==> src/rtl/adsr_if.sv <==
// Envelope generator control/status bundle: register-bank fields in, envelope level out.
interface adsr_if;
  logic       enable;
  logic       gate;
  logic [7:0] attack_rate;
  logic [7:0] decay_rate;
  logic [7:0] sustain_level;
  logic [7:0] release_rate;
  logic [7:0] env_out;
  logic [2:0] env_state;
  logic       env_active;

  modport master (
    output enable, gate, attack_rate, decay_rate, sustain_level, release_rate,
    input  env_out, env_state, env_active
  );

  modport slave (
    input  enable, gate, attack_rate, decay_rate, sustain_level, release_rate,
    output env_out, env_state, env_active
  );
endinterface

==> src/rtl/adsr_envelope.sv <==
// ADSR envelope generator: 16-bit accumulator stepped on a shared prescaler tick,
// envelope level is the accumulator's upper byte.
module adsr_envelope #(
  parameter int PRESCALE = 256
) (
  input  logic   clk,
  input  logic   system_rst_n,
  adsr_if.slave  bus
);

  localparam int CNT_W = $clog2(PRESCALE);
  localparam logic [CNT_W-1:0] CNT_MAX = CNT_W'(PRESCALE - 1);

  typedef enum logic [2:0] {
    IDLE    = 3'd0,
    ATTACK  = 3'd1,
    DECAY   = 3'd2,
    SUSTAIN = 3'd3,
    RELEASE = 3'd4
  } state_t;

  state_t           state;
  logic [15:0]      acc;
  logic [CNT_W-1:0] count;
  logic             active;

  // Rate code 0 still advances by one LSB, so no setting ever freezes the envelope.
  function automatic logic [8:0] rate_step(input logic [7:0] rate);
    return {1'b0, rate} + 9'd1;
  endfunction

  // Attack saturates at full scale instead of wrapping.
  function automatic logic [15:0] sat_attack(input logic [16:0] sum);
    return (sum >= 17'h0FFFF) ? 16'hFFFF : sum[15:0];
  endfunction

  // Decay clamps at the sustain floor; the signed difference catches underflow below zero.
  function automatic logic [15:0] clamp_decay(input logic signed [16:0] diff,
                                              input logic signed [16:0] floor_s);
    return (diff <= floor_s) ? floor_s[15:0] : diff[15:0];
  endfunction

  logic                tick;
  logic [8:0]          atk_step;
  logic [8:0]          dec_step;
  logic [8:0]          rel_step;
  logic [15:0]         floor_lvl;
  logic [16:0]         atk_sum;
  logic signed [16:0]  dec_diff;
  logic signed [16:0]  floor_s;
  logic                atk_full;
  logic                dec_hit;
  logic                rel_done;

  assign tick      = (count == CNT_MAX);
  assign atk_step  = rate_step(bus.attack_rate);
  assign dec_step  = rate_step(bus.decay_rate);
  assign rel_step  = rate_step(bus.release_rate);
  assign floor_lvl = {bus.sustain_level, 8'h00};
  assign atk_sum   = {1'b0, acc} + {8'd0, atk_step};
  assign dec_diff  = $signed({1'b0, acc}) - $signed({8'd0, dec_step});
  assign floor_s   = $signed({1'b0, floor_lvl});
  assign atk_full  = (atk_sum >= 17'h0FFFF);
  assign dec_hit   = (dec_diff <= floor_s);
  assign rel_done  = (acc <= {7'd0, rel_step});

  // Envelope FSM, accumulator and prescaler; gate changes take priority over tick steps.
  always_ff @(posedge clk or negedge system_rst_n) begin
    if (!system_rst_n) begin
      state  <= IDLE;
      acc    <= 16'd0;
      count  <= '0;
      active <= 1'b0;
    end else if (!bus.enable) begin
      state  <= IDLE;
      acc    <= 16'd0;
      count  <= '0;
      active <= 1'b0;
    end else begin
      count <= tick ? '0 : count + CNT_W'(1);
      case (state)
        IDLE: begin
          if (bus.gate) begin
            state  <= ATTACK;
            active <= 1'b1;
          end
        end
        ATTACK: begin
          if (!bus.gate) begin
            state <= RELEASE;
          end else if (tick) begin
            acc <= sat_attack(atk_sum);
            if (atk_full) state <= DECAY;
          end
        end
        DECAY: begin
          if (!bus.gate) begin
            state <= RELEASE;
          end else if (tick) begin
            acc <= clamp_decay(dec_diff, floor_s);
            if (dec_hit) state <= SUSTAIN;
          end
        end
        SUSTAIN: begin
          if (!bus.gate) state <= RELEASE;
          else           acc   <= floor_lvl;
        end
        RELEASE: begin
          if (bus.gate) begin
            state <= ATTACK;
          end else if (tick) begin
            if (rel_done) begin
              acc    <= 16'd0;
              state  <= IDLE;
              active <= 1'b0;
            end else begin
              acc <= acc - {7'd0, rel_step};
            end
          end
        end
        default: begin
          state  <= IDLE;
          acc    <= 16'd0;
          active <= 1'b0;
        end
      endcase
    end
  end

  assign bus.env_out    = acc[15:8];
  assign bus.env_state  = state;
  assign bus.env_active = active;

endmodule
==> src/flat_wrapper.sv <==
// flat-port wrapper written by rule: the top's interface ports become plain ports
module adsr_envelope_flat 
#(
  parameter int PRESCALE = 256
)
  (clk, system_rst_n, bus_enable, bus_gate, bus_attack_rate, bus_decay_rate, bus_sustain_level, bus_release_rate, bus_env_out, bus_env_state, bus_env_active);
  adsr_if bus_i ();
  input  logic clk;
  input  logic system_rst_n;
  input wire logic [$bits(bus_i.enable)-1:0] bus_enable;
  input wire logic [$bits(bus_i.gate)-1:0] bus_gate;
  input wire logic [$bits(bus_i.attack_rate)-1:0] bus_attack_rate;
  input wire logic [$bits(bus_i.decay_rate)-1:0] bus_decay_rate;
  input wire logic [$bits(bus_i.sustain_level)-1:0] bus_sustain_level;
  input wire logic [$bits(bus_i.release_rate)-1:0] bus_release_rate;
  output wire logic [$bits(bus_i.env_out)-1:0] bus_env_out;
  output wire logic [$bits(bus_i.env_state)-1:0] bus_env_state;
  output wire logic [$bits(bus_i.env_active)-1:0] bus_env_active;
  assign bus_i.enable = bus_enable;
  assign bus_i.gate = bus_gate;
  assign bus_i.attack_rate = bus_attack_rate;
  assign bus_i.decay_rate = bus_decay_rate;
  assign bus_i.sustain_level = bus_sustain_level;
  assign bus_i.release_rate = bus_release_rate;
  assign bus_env_out = bus_i.env_out;
  assign bus_env_state = bus_i.env_state;
  assign bus_env_active = bus_i.env_active;
  adsr_envelope #(.PRESCALE(PRESCALE)) u_core (.clk(clk), .system_rst_n(system_rst_n), .bus(bus_i));
endmodule
==> config.mk <==
export PLATFORM = sky130hd
export DESIGN_NAME = adsr_envelope_flat
export DESIGN_NICKNAME = d
export VERILOG_FILES = /design/src/rtl/adsr_if.sv /design/src/rtl/adsr_envelope.sv /design/src/flat_wrapper.sv
export SDC_FILE = /design/constraint.sdc
export NUM_CORES = 1
export LEC_CHECK = 0
export BUFFER_PORTS_ARGS = -buffer_cell sky130_fd_sc_hd__buf_2
export CAP_MARGIN = 10
export CORE_AREA = 2 2 70 138
export DETAILED_ROUTE_END_ITERATION = 12
export DIE_AREA = 0 0 72 140
export GPL_ROUTABILITY_DRIVEN = 0
export PLACE_DENSITY = 0.7
export SETUP_SLACK_MARGIN = 0.05
export SYNTH_ARGS = -nofsm -noshare
export SYNTH_HDL_FRONTEND = slang
export SYNTH_SLANG_ARGS = --single-unit
==> constraint.sdc <==
create_clock -name clk -period 3.9 [get_ports clk]
set_clock_uncertainty 0.15 [all_clocks]
set_input_delay 0.195 -clock clk [delete_from_list [all_inputs] [get_ports clk]]
set_output_delay 0.195 -clock clk [all_outputs]
set_load 0.03 [all_outputs]
==> flow_summary.yaml <==
outcome:
  violations: "negative setup slack"
  status: "complete, but fails checks"
floorplan:
  core_area_um2: 9010
  rows: 49
  io_pins: 48
  die_h_um: 140
  initial_core_util_pct: 44.8
  dieArea_um2: 10100
  die_w_um: 72
clocking:
  clk_pin_slew_ns: 0.08
  htree_levels: 1
  cts_sinks: 28
  clockRootBuffer: "clkbuf_16"
  cts_tree: "done"
  numCtsBuffers: 3
  clk_latency_ns: 0.27
  clockBufferDepth: 2
global_routing:
  grt_pass1_wl_um: 25300
  grt_max_degree: 29
  gr-usage-all-layers_pct: 32.6
  antenna_found_initial: 0
  grt_overflow_total: 0
  first_global_vias: 4984
place:
  dp_hpwl_um: 12400
  place_area_um2: 4780
  numPlacedInstances: 729
  io_buffers: 47
synthesis:
  synth_top_area_share_pct: 17.3
  yosys_warnings: 0
  netlist_area_um2: 4040
  synthArstFlopShare_pct: 100
  ys_seq_area_share_pct: 17.3
  yosysTopAreaCell: "dfrtp_1"
  yosys.cell_types.count: 72
  synth-seq-cells: 28
  avgSynthCellArea_um2: 7.37
  syn-num-nets: 622
  yosysMostFrequentCell: "nor2_1"
  synth.area.top_cells: "dfrtp_1 17%, ha_1 11%, nor2_1 5.9%"
  synth_edf_count: 0
  ys.flop_type: "dfrtp_1"
  ys_top_cells_by_count: "64 x nor2_1, 42 x nand2_1, 38 x inv_1"
  syn_inst: 548
setup_path:
  cp-end-kind: "register"
  worst-r2r-cell-count: 18
  r2r_setup_slack_ns: -0.31
  cp.arrival_ns: 4.19
  worstPathMaxFanout: 4
  worstReg2RegStart: "u_core.acc[0]$_DFFE_PN0P_"
  crit_required_ns: 3.89
  r2r-end: "u_core.acc[11]$_DFFE_PN0P_"
  critPathLaunchType: "register"
  worstSetupPathType: "register to register"
detailed_routing:
  wl_met1_um: 5520
  met3_length_um: 1090
  wl_met2_um: 8380
  drt_wl_total_um: 17000
  drc: 0
  top_layer: "met4"
  route.detailed.wl_per_inst_um: 22.5
  vias: 4958
  postRouteAntennaNets: 0
  viasPerCell: 6.57
  drtPass1Iterations: 6
  drt_first_iter_violations: 526
sta:
  hold_viol: 0
  clock.fmax_mhz: 238
  rsz0062_at_grt: "yes"
  period_share_pct: 108
  setup-violations-final: 17
  relSlewSlack_pct: 50.9
  finalWorstSetupSlack_ns: -0.307
  slew_violations: 0
  fin_crit_ns: 4.21
  tightest_slew_ns: 0.736
final_layout:
  nNetsFinal: 728
  syn_to_final_growth_pct: 31.7
  final_layout_size_suffix_gt1_share_pct: 28.6
  design_area_um2: 5320
  final_cells: 755
  insertedDiodeCount: 0
power:
  p_int_mw: 0.691
  leakage_nw: 2.40
  swShare_pct: 39.7
  p_sw_mw: 0.456
  powerDensity_nw_per_um2: 216
  power.ir.vdd_worst_v: 0.000272
  combPwrFrac_pct: 42.2
  p_clk_share_pct: 28.2
  seqPwrFrac_pct: 29.5
min_path:
  min_path_cells: 3
  holdPathEnd: "u_core.acc[12]$_DFFE_PN0P_"
  hold_path_class: "primary input to register"
  min_from: "bus_sustain_level[4]"
run:
  maxCapViolCount: 0
==> power groups by stage <==
| stage | logic [mW] | registers [mW] | clock network (mW) |
|---|---|---|---|
| 2_1_floorplan | 0.278 | 0.349 | 0 |
| 3_3_place_gp | 0.423 | 0.341 | 0 |
| 3_5_place_dp | 0.431 | 0.342 | 0 |
| 4_1_cts | 0.453 | 0.337 | 0.328 |
| 5_1_grt | 0.522 | 0.341 | 0.333 |
| 6_report | 0.484 | 0.339 | 0.324 |
==> stage by stage <==
stage / power [mW] / hold WS (ns) / setup WS, ns / utilization [%] / setup TNS, ns
2_1_floorplan: 0.627 / -0.251 / 0.0120 / - / 0
3_3_place_gp: 0.764 / 0.119 / -0.197 / 53.0 / -1.92
3_5_place_dp: 0.772 / 0.130 / -0.275 / 53.0 / -3.18
4_1_cts: 1.12 / 0.0422 / -0.138 / 56.9 / -1.08
5_1_grt: 1.20 / 0.0545 / -0.402 / 59.0 / -4.69
6_report: 1.15 / 0.0598 / -0.307 / 59.0 / -2.62
==> registers in the layout (all words and copies together) (netlist names) <==
name and cells:
u_core.acc 16, u_core.count 8, u_core.bus.env_state 3, u_core.bus.env_active 1
==> worst max path at each step <==
stage	startpoint	to	slack [ns]
2_1_floorplan	u_core.acc[0]$_DFFE_PN0P_	u_core.acc[11]$_DFFE_PN0P_	0.01
3_3_place_gp	u_core.acc[0]$_DFFE_PN0P_	u_core.acc[8]$_DFFE_PN0P_	-0.20
3_5_place_dp	u_core.acc[0]$_DFFE_PN0P_	u_core.bus.env_state[0]$_DFFE_PN0P_	-0.28
4_1_cts	u_core.acc[0]$_DFFE_PN0P_	u_core.bus.env_state[0]$_DFFE_PN0P_	-0.14
5_1_grt	u_core.acc[0]$_DFFE_PN0P_	u_core.acc[11]$_DFFE_PN0P_	-0.40
6_report	u_core.acc[0]$_DFFE_PN0P_	u_core.acc[11]$_DFFE_PN0P_	-0.31
==> logic make-up after synthesis <==
logic type / count (synthesis) / share of synthesized area, %
AND/OR/NAND/NOR: 212 / 26.0
AO/OA/AOI/OAI: 168 / 29.2
buffers and inverters: 65 / 6.93
adder cells (fa/ha/maj): 39 / 12.6
XOR/XNOR: 33 / 7.15
flip-flops: 28 / 17.3
multiplexers: 3 / 0.774
==> worst max-delay path, stage by stage (launching register included) <==
cell and delay, ns:
dfrtp_1 0.37, ha_2 0.19, inv_2 0.04, fa_2 0.34, nand2b_4 0.16, a211oi_4 0.24, buf_4 0.16, o211ai_1 0.11
a21oi_2 0.23, nor2_2 0.09, ha_4 0.28, nand4_1 0.09, or4_4 0.44, nor3_4 0.28, and3_4 0.25, buf_6 0.13
nor2_4 0.05, a222oi_1 0.32, o211ai_1 0.13
==> final cells by class <==
| cell class | instances | area [µm²] |
|---|---|---|
| Clock buffer | 3 | 75.1 |
| Clock inverter | 1 | 30.0 |
| Fill cell | 810 | 3690 |
| Inverter | 38 | 143 |
| Multi-Input combinational cell | 455 | 3370 |
| Sequential cell | 28 | 701 |
| Tap cell | 102 | 128 |
| Timing Repair Buffer | 128 | 876 |
==> layout by cell type (no fill, tap or decap), types with 4 or more instances in the layout <==
master,Yosys,layout
buf_4,9,72
nor2_1,64,57
buf_2,1,47
nand2_1,42,40
inv_1,38,36
ha_1,35,33
dfrtp_1,28,28
a21oi_1,28,26
o21ai_0,29,22
xnor2_1,20,18
nand3_1,19,16
nor3_1,16,14
xor2_1,13,13
nand2b_1,15,13
a21o_1,9,9
o21a_1,10,9
nand4_1,8,8
or3_1,8,8
o211ai_1,8,8
a31oi_1,9,8
buf_6,0,8
o21ai_1,3,7
nor2b_1,7,7
a211o_1,6,6
a211oi_1,8,6
and3_1,6,5
o31ai_1,5,5
or2_2,5,5
nor4_1,6,5
a32oi_1,5,5
nor2_2,0,4
and2_1,4,4
==> routing by layer <==
metal | up-vias | global-route usage (%)
met5 | - | 0
met4 | 0 | 29.9
met3 | 122 | 4.96
met2 | 306 | 56.5
met1 | 2294 | 31.9
li1 | 2236 | -
==> repair_timing <==
| action | in CTS | in global routing |
|---|---|---|
| hold buffers | 1 | 0 |
| endpoints found under the setup margin | 18 | 18 |
| resized for setup | 28 | 30 |
| setup buffers | 14 | 7 |
| pin swaps | 18 | 30 |
| hold endpoints to repair | 28 | 0 |
Power figures use the tool's default switching activity.
